$ cat src/rtl/id_inst_queue_if.sv
// Handshake bundle between IF (producer), the decode-side instruction queue and EX (consumer).
interface id_inst_queue_if #(
  parameter int ADDR_WIDTH = 32,
  parameter int INST_WIDTH = 32
);
  logic                  in_valid;
  logic                  in_ready;
  logic [ADDR_WIDTH-1:0] in_addr;
  logic [INST_WIDTH-1:0] in_inst;
  logic                  out_valid;
  logic                  out_ready;
  logic [ADDR_WIDTH-1:0] out_addr;
  logic [INST_WIDTH-1:0] out_inst;

  modport slave (
    input  in_valid, in_addr, in_inst, out_ready,
    output in_ready, out_valid, out_addr, out_inst
  );

  modport master (
    output in_valid, in_addr, in_inst, out_ready,
    input  in_ready, out_valid, out_addr, out_inst
  );
endinterface

$ cat src/rtl/id_inst_queue.sv
// Decode-side FWFT instruction buffer: absorbs load-use stalls and EX back-pressure,
// flushes on a taken branch while optionally keeping the delay-slot instruction.
module id_inst_queue #(
  parameter int DEPTH      = 4,
  parameter int ADDR_WIDTH = 32,
  parameter int INST_WIDTH = 32,
  parameter int DELAY_SLOT = 1,
  parameter int CNT_WIDTH  = 16
) (
  input  logic                       clk,
  input  logic                       rst,
  id_inst_queue_if.slave             bus,
  input  logic                       load_related_1_i,
  input  logic                       load_related_2_i,
  input  logic                       branch_flush_i,
  output logic                       stall_request_o,
  output logic [$clog2(DEPTH):0]     count_o,
  output logic [CNT_WIDTH-1:0]       stall_cycles_o
);

  localparam int PW = $clog2(DEPTH);
  localparam int CW = PW + 1;

  logic [ADDR_WIDTH-1:0] mem_addr_q [DEPTH];
  logic [INST_WIDTH-1:0] mem_inst_q [DEPTH];

  logic [PW-1:0]        rd_ptr_q, rd_ptr_d;
  logic [PW-1:0]        wr_ptr_q, wr_ptr_d;
  logic [CW-1:0]        count_q, count_d;
  logic [CNT_WIDTH-1:0] stall_cnt_q, stall_cnt_d;

  logic head_valid_s;
  logic stall_s;
  logic out_valid_s;
  logic push_s;
  logic pop_s;
  logic flush_s;
  logic wr_en_s;

  always_comb begin
    head_valid_s = (count_q != '0);
    stall_s      = head_valid_s && (load_related_1_i || load_related_2_i);
    out_valid_s  = head_valid_s && !stall_s;
    push_s       = bus.in_valid && (count_q != CW'(DEPTH));
    pop_s        = out_valid_s && bus.out_ready;
    flush_s      = pop_s && branch_flush_i;

    rd_ptr_d = rd_ptr_q + PW'(pop_s);
    wr_ptr_d = wr_ptr_q + PW'(push_s);
    count_d  = count_q + CW'(push_s) - CW'(pop_s);
    wr_en_s  = push_s;

    // The survivor of a delay-slot flush always sits at head+1: either the
    // already-buffered slot (count>=2) or the concurrent push landing at wr_ptr=head+1.
    if (flush_s) begin
      if (DELAY_SLOT == 0) begin
        rd_ptr_d = wr_ptr_q;
        wr_ptr_d = wr_ptr_q;
        count_d  = '0;
        wr_en_s  = 1'b0;
      end else if ((count_q >= CW'(2)) || push_s) begin
        rd_ptr_d = rd_ptr_q + PW'(1);
        wr_ptr_d = rd_ptr_q + PW'(2);
        count_d  = CW'(1);
        wr_en_s  = push_s && (count_q == CW'(1));
      end else begin
        rd_ptr_d = rd_ptr_q + PW'(1);
        wr_ptr_d = rd_ptr_q + PW'(1);
        count_d  = '0;
        wr_en_s  = 1'b0;
      end
    end else begin
      wr_en_s = push_s;
    end

    if (stall_s && (stall_cnt_q != '1)) begin
      stall_cnt_d = stall_cnt_q + CNT_WIDTH'(1);
    end else begin
      stall_cnt_d = stall_cnt_q;
    end
  end

  always_ff @(posedge clk) begin
    if (rst) begin
      rd_ptr_q    <= '0;
      wr_ptr_q    <= '0;
      count_q     <= '0;
      stall_cnt_q <= '0;
    end else begin
      rd_ptr_q    <= rd_ptr_d;
      wr_ptr_q    <= wr_ptr_d;
      count_q     <= count_d;
      stall_cnt_q <= stall_cnt_d;
    end
  end

  // Entry payload is qualified by count, so storage carries no reset.
  always_ff @(posedge clk) begin
    if (!rst && wr_en_s) begin
      mem_addr_q[wr_ptr_q] <= bus.in_addr;
      mem_inst_q[wr_ptr_q] <= bus.in_inst;
    end
  end

  assign bus.in_ready     = (count_q != CW'(DEPTH));
  assign bus.out_valid    = out_valid_s;
  assign bus.out_addr     = head_valid_s ? mem_addr_q[rd_ptr_q] : '0;
  assign bus.out_inst     = out_valid_s ? mem_inst_q[rd_ptr_q] : '0;
  assign stall_request_o  = stall_s;
  assign count_o          = count_q;
  assign stall_cycles_o   = stall_cnt_q;

endmodule

$ cat src/flat_wrapper.sv
// flat-port wrapper written by rule: the top's interface ports become plain ports
module id_inst_queue_flat 
#(
  parameter int DEPTH      = 4,
  parameter int ADDR_WIDTH = 32,
  parameter int INST_WIDTH = 32,
  parameter int DELAY_SLOT = 1,
  parameter int CNT_WIDTH  = 16
)
  (clk, rst, load_related_1_i, load_related_2_i, branch_flush_i, stall_request_o, count_o, stall_cycles_o, bus_in_valid, bus_in_addr, bus_in_inst, bus_out_ready, bus_in_ready, bus_out_valid, bus_out_addr, bus_out_inst);
  id_inst_queue_if #(.ADDR_WIDTH(ADDR_WIDTH), .INST_WIDTH(INST_WIDTH)) bus_i ();
  input  logic clk;
  input  logic rst;
  input  logic load_related_1_i;
  input  logic load_related_2_i;
  input  logic branch_flush_i;
  output logic stall_request_o;
  output logic [$clog2(DEPTH):0] count_o;
  output logic [CNT_WIDTH-1:0] stall_cycles_o;
  input wire logic [$bits(bus_i.in_valid)-1:0] bus_in_valid;
  input wire logic [$bits(bus_i.in_addr)-1:0] bus_in_addr;
  input wire logic [$bits(bus_i.in_inst)-1:0] bus_in_inst;
  input wire logic [$bits(bus_i.out_ready)-1:0] bus_out_ready;
  output wire logic [$bits(bus_i.in_ready)-1:0] bus_in_ready;
  output wire logic [$bits(bus_i.out_valid)-1:0] bus_out_valid;
  output wire logic [$bits(bus_i.out_addr)-1:0] bus_out_addr;
  output wire logic [$bits(bus_i.out_inst)-1:0] bus_out_inst;
  assign bus_i.in_valid = bus_in_valid;
  assign bus_i.in_addr = bus_in_addr;
  assign bus_i.in_inst = bus_in_inst;
  assign bus_i.out_ready = bus_out_ready;
  assign bus_in_ready = bus_i.in_ready;
  assign bus_out_valid = bus_i.out_valid;
  assign bus_out_addr = bus_i.out_addr;
  assign bus_out_inst = bus_i.out_inst;
  id_inst_queue #(.DEPTH(DEPTH), .ADDR_WIDTH(ADDR_WIDTH), .INST_WIDTH(INST_WIDTH), .DELAY_SLOT(DELAY_SLOT), .CNT_WIDTH(CNT_WIDTH)) u_core (.clk(clk), .rst(rst), .bus(bus_i), .load_related_1_i(load_related_1_i), .load_related_2_i(load_related_2_i), .branch_flush_i(branch_flush_i), .stall_request_o(stall_request_o), .count_o(count_o), .stall_cycles_o(stall_cycles_o));
endmodule
$ cat config.mk
export PLATFORM = sky130hd
export DESIGN_NAME = id_inst_queue_flat
export DESIGN_NICKNAME = d
export VERILOG_FILES = /design/src/rtl/id_inst_queue_if.sv /design/src/rtl/id_inst_queue.sv /design/src/flat_wrapper.sv
export SDC_FILE = /design/constraint.sdc
export NUM_CORES = 1
export LEC_CHECK = 0
export BUFFER_PORTS_ARGS = -buffer_cell sky130_fd_sc_hd__buf_4
export CAP_MARGIN = 20
export CORE_ASPECT_RATIO = 0.9
export CORE_MARGIN = 1
export CORE_UTILIZATION = 41
export DETAILED_ROUTE_END_ITERATION = 16
export MAX_ROUTING_LAYER = met4
export PLACE_DENSITY = 0.58
export REMOVE_ABC_BUFFERS = 1
export SKIP_LAST_GASP = 1
export SLEW_MARGIN = 10
export SYNTH_ARGS = -nofsm -noshare
export SYNTH_HDL_FRONTEND = slang
export SYNTH_SLANG_ARGS = --single-unit
$ cat constraint.sdc
create_clock -name clk -period 7.8 [get_ports clk]
set_input_delay 0.39 -clock clk [delete_from_list [all_inputs] [get_ports clk]]
set_output_delay 0.39 -clock clk [all_outputs]
set_load 0.1 [all_outputs]
==> run metrics <==
outcome completed; measured slew at the worst slew-check pin 1.035 ns; IO Count 157; DRC viols 0; Pleak 4.502 nW; Crit Path Max Fanout 49; dominant synthesized flop cell edfxtp_1; EDFF count, synth 256; CTS Root Cell clkbuf_16; Tmin final 3.489 ns; Via Count 5640; Yosys Warn Count 0; multi-input logic area 2605 sq um; Setup Crit Path Kind reg2out; Die Wd 173.5 um; share of layout cells above drive strength 1 37.18%; fill count 2174; RSZ-0062 raised after global routing no; Max H-tree Level 1; hpwl dp 13300 um; Mapped Area 10860 sq um; P per Cell Area 331.9 nW/um^2; CP startpoint kind flop; CP endpoint kind output port; CTS max path bufs 3; Initial DRC Count 343; Worst-path clk slew 0.06 ns; part of the Yosys area used for sequential elements 75.04%; n_diodes 0; post-cts resize count 0; I/O Buffers 156; mean number of vias per cell 5.160; commonest non-fill, non-tap cells in the layout 256 x edfxtp_1, 167 x buf_4, 64 x mux4_2; Setup Viol. Count Final 0; largest net degree at the start of global routing 68; CP Data Arrival Time 3.10 ns; grt ovf 0; initial antenna violation count 0; hold crit path type in2reg; Crit path required time 7.41 ns; sequential cell area 8155 sq um; Core Region 26070 sq um; # rows 56; Starting Density 41.66%; commonest non-fill, non-tap cell in the layout edfxtp_1; die height 156.4 um; Max Clk Rate 286.7 MHz; total power 0.004430 W; Num CTS Buffers 29; Worst slew margin 30.99%; Tcrit/Tclk final 44.73%; Slew Viols, Final 0; drt pass-1 iters 4; P&R area growth vs syn 22.94%; vias in the first global route 6019; Hold Buf Count CTS 0; full die area 27140 sq um; Clock Latency Late Sink 0.53 ns; clock tree sinks 279; Fin Hold WS 0.05788 ns; Syn Inst Count 552; Total Wirelength 22360 um; Antenna Nets Post-Route 0; first-pass GRT wire length 34440 um; Max IR drop VDD 0.1741 mV; Synth Register Bits 279; Final #Nets 801; wire per inst 20.46 um; Post-CTS Setup Inserts 0; clk_skew 0.007965 ns; Total GRT Usage 17.22%; Max-Cap Viols 0; count of cell types in the netlist 37; Post-synth ARST share 0%; gpl congestion 0.8235; Syn Area/Cell 19.67 sq um; TritonCTS clock tree done; Fin. Hold Viols 0
-- power breakdown --
group          switching, W  internal (W)  leakage, nW
logic               0.00107      0.000311         1.57
clock network      0.000522      0.000746        0.423
registers         0.0000489       0.00174         2.51
total               0.00164       0.00279         4.50
-- worst max-delay path: stages (launching register included) --
cell	delay [ns]
dfxtp_4	0.62
buf_4	0.84
mux4_2	0.60
nor2b_1	0.20
buf_4	0.28
-- worst paths after layout --
kind | slack [ns] | cells past startpoint | to | start
worst max-delay path | 4.31 | 4 | bus_out_addr[14] | u_core.rd_ptr_q[0]
worst min-delay path | 0.06 | 1 | u_core.mem_inst_q[0][27] | bus_in_inst[27]
worst max register to register | 4.48 | 8 | u_core.mem_addr_q[2][8] | u_core.count_o[0]
worst min register to register | 0.56 | 2 | u_core.stall_cycles_o[5] | u_core.stall_cycles_o[5]
-- sequential cells by signal (all words and copies together) (netlist names) --
register,flops
u_core.mem_addr_q,128
u_core.rd_ptr_q,2
u_core.count_o,3
u_core.wr_ptr_q,2
u_core.mem_inst_q,128
u_core.stall_cycles_o,16
-- routing by layer --
layer | vias up | global-route usage (%) | routed length, um
li1 | 2534 | - | -
met1 | 2901 | 22.52 | 9855
met2 | 170 | 27.75 | 10900
met3 | 35 | 3.328 | 1141
met4 | 0 | 4.551 | 469
met5 | - | - | 0
-- cell type report --
cell class                      instances  area share (%)
Clock buffer                           39           5.717
Clock inverter                         12          0.7967
Inverter                                8          0.2249
Multi-Input combinational cell        240           19.51
Sequential cell                       279           61.09
Tap cell                              348           3.262
Timing Repair Buffer                  167           9.392
-- Yosys cell counts, drive strengths merged, types with 2 or more instances --
library cell	number	area share, %
mux4	64	13
nor2	23	0.80
and4	2	0.16
nor4b	2	0.16
nor3	14	0.74
xor2	4	0.32
ha	4	0.46
nor2b	32	1.8
nand4	5	0.29
a21oi	5	0.23
nand3	6	0.28
and3	2	0.12
o21ai	4	0.18
and2	32	1.8
nor3b	2	0.14
xnor2	14	1.1
inv	8	0.28
dfxtp	23	4.2
a211oi	3	0.21
edfxtp	256	71
nand2	8	0.28
nor4	3	0.23
buf	13	0.58
or3	4	0.23
clkbuf	12	0.41
-- kinds of logic after synthesis --
family          after synthesis  share of synthesized area, %
buf+inv                      33                         1.268
flops                       279                         75.04
fa+ha+maj                     5                        0.6453
mux                          65                         13.37
xor+xnor                     18                         1.452
compound gates               15                        0.9448
simple gates                137                         7.283
-- metrics by stage --
step           area (sq um)  utilization, %  cells  TNS, ns  setup slack (ns)
4_1_cts               13350           51.21   1093        0             4.179
6_report              13350           51.21   1093        0             4.311
3_3_place_gp          12480           47.88   1042        0             4.527
3_5_place_dp          12480           47.88   1042        0             4.442
5_1_grt               13350           51.21   1093        0             4.042
2_1_floorplan         10750               -    527  -158.65           -0.6199
No activity file was read; power rests on OpenSTA's default activity.
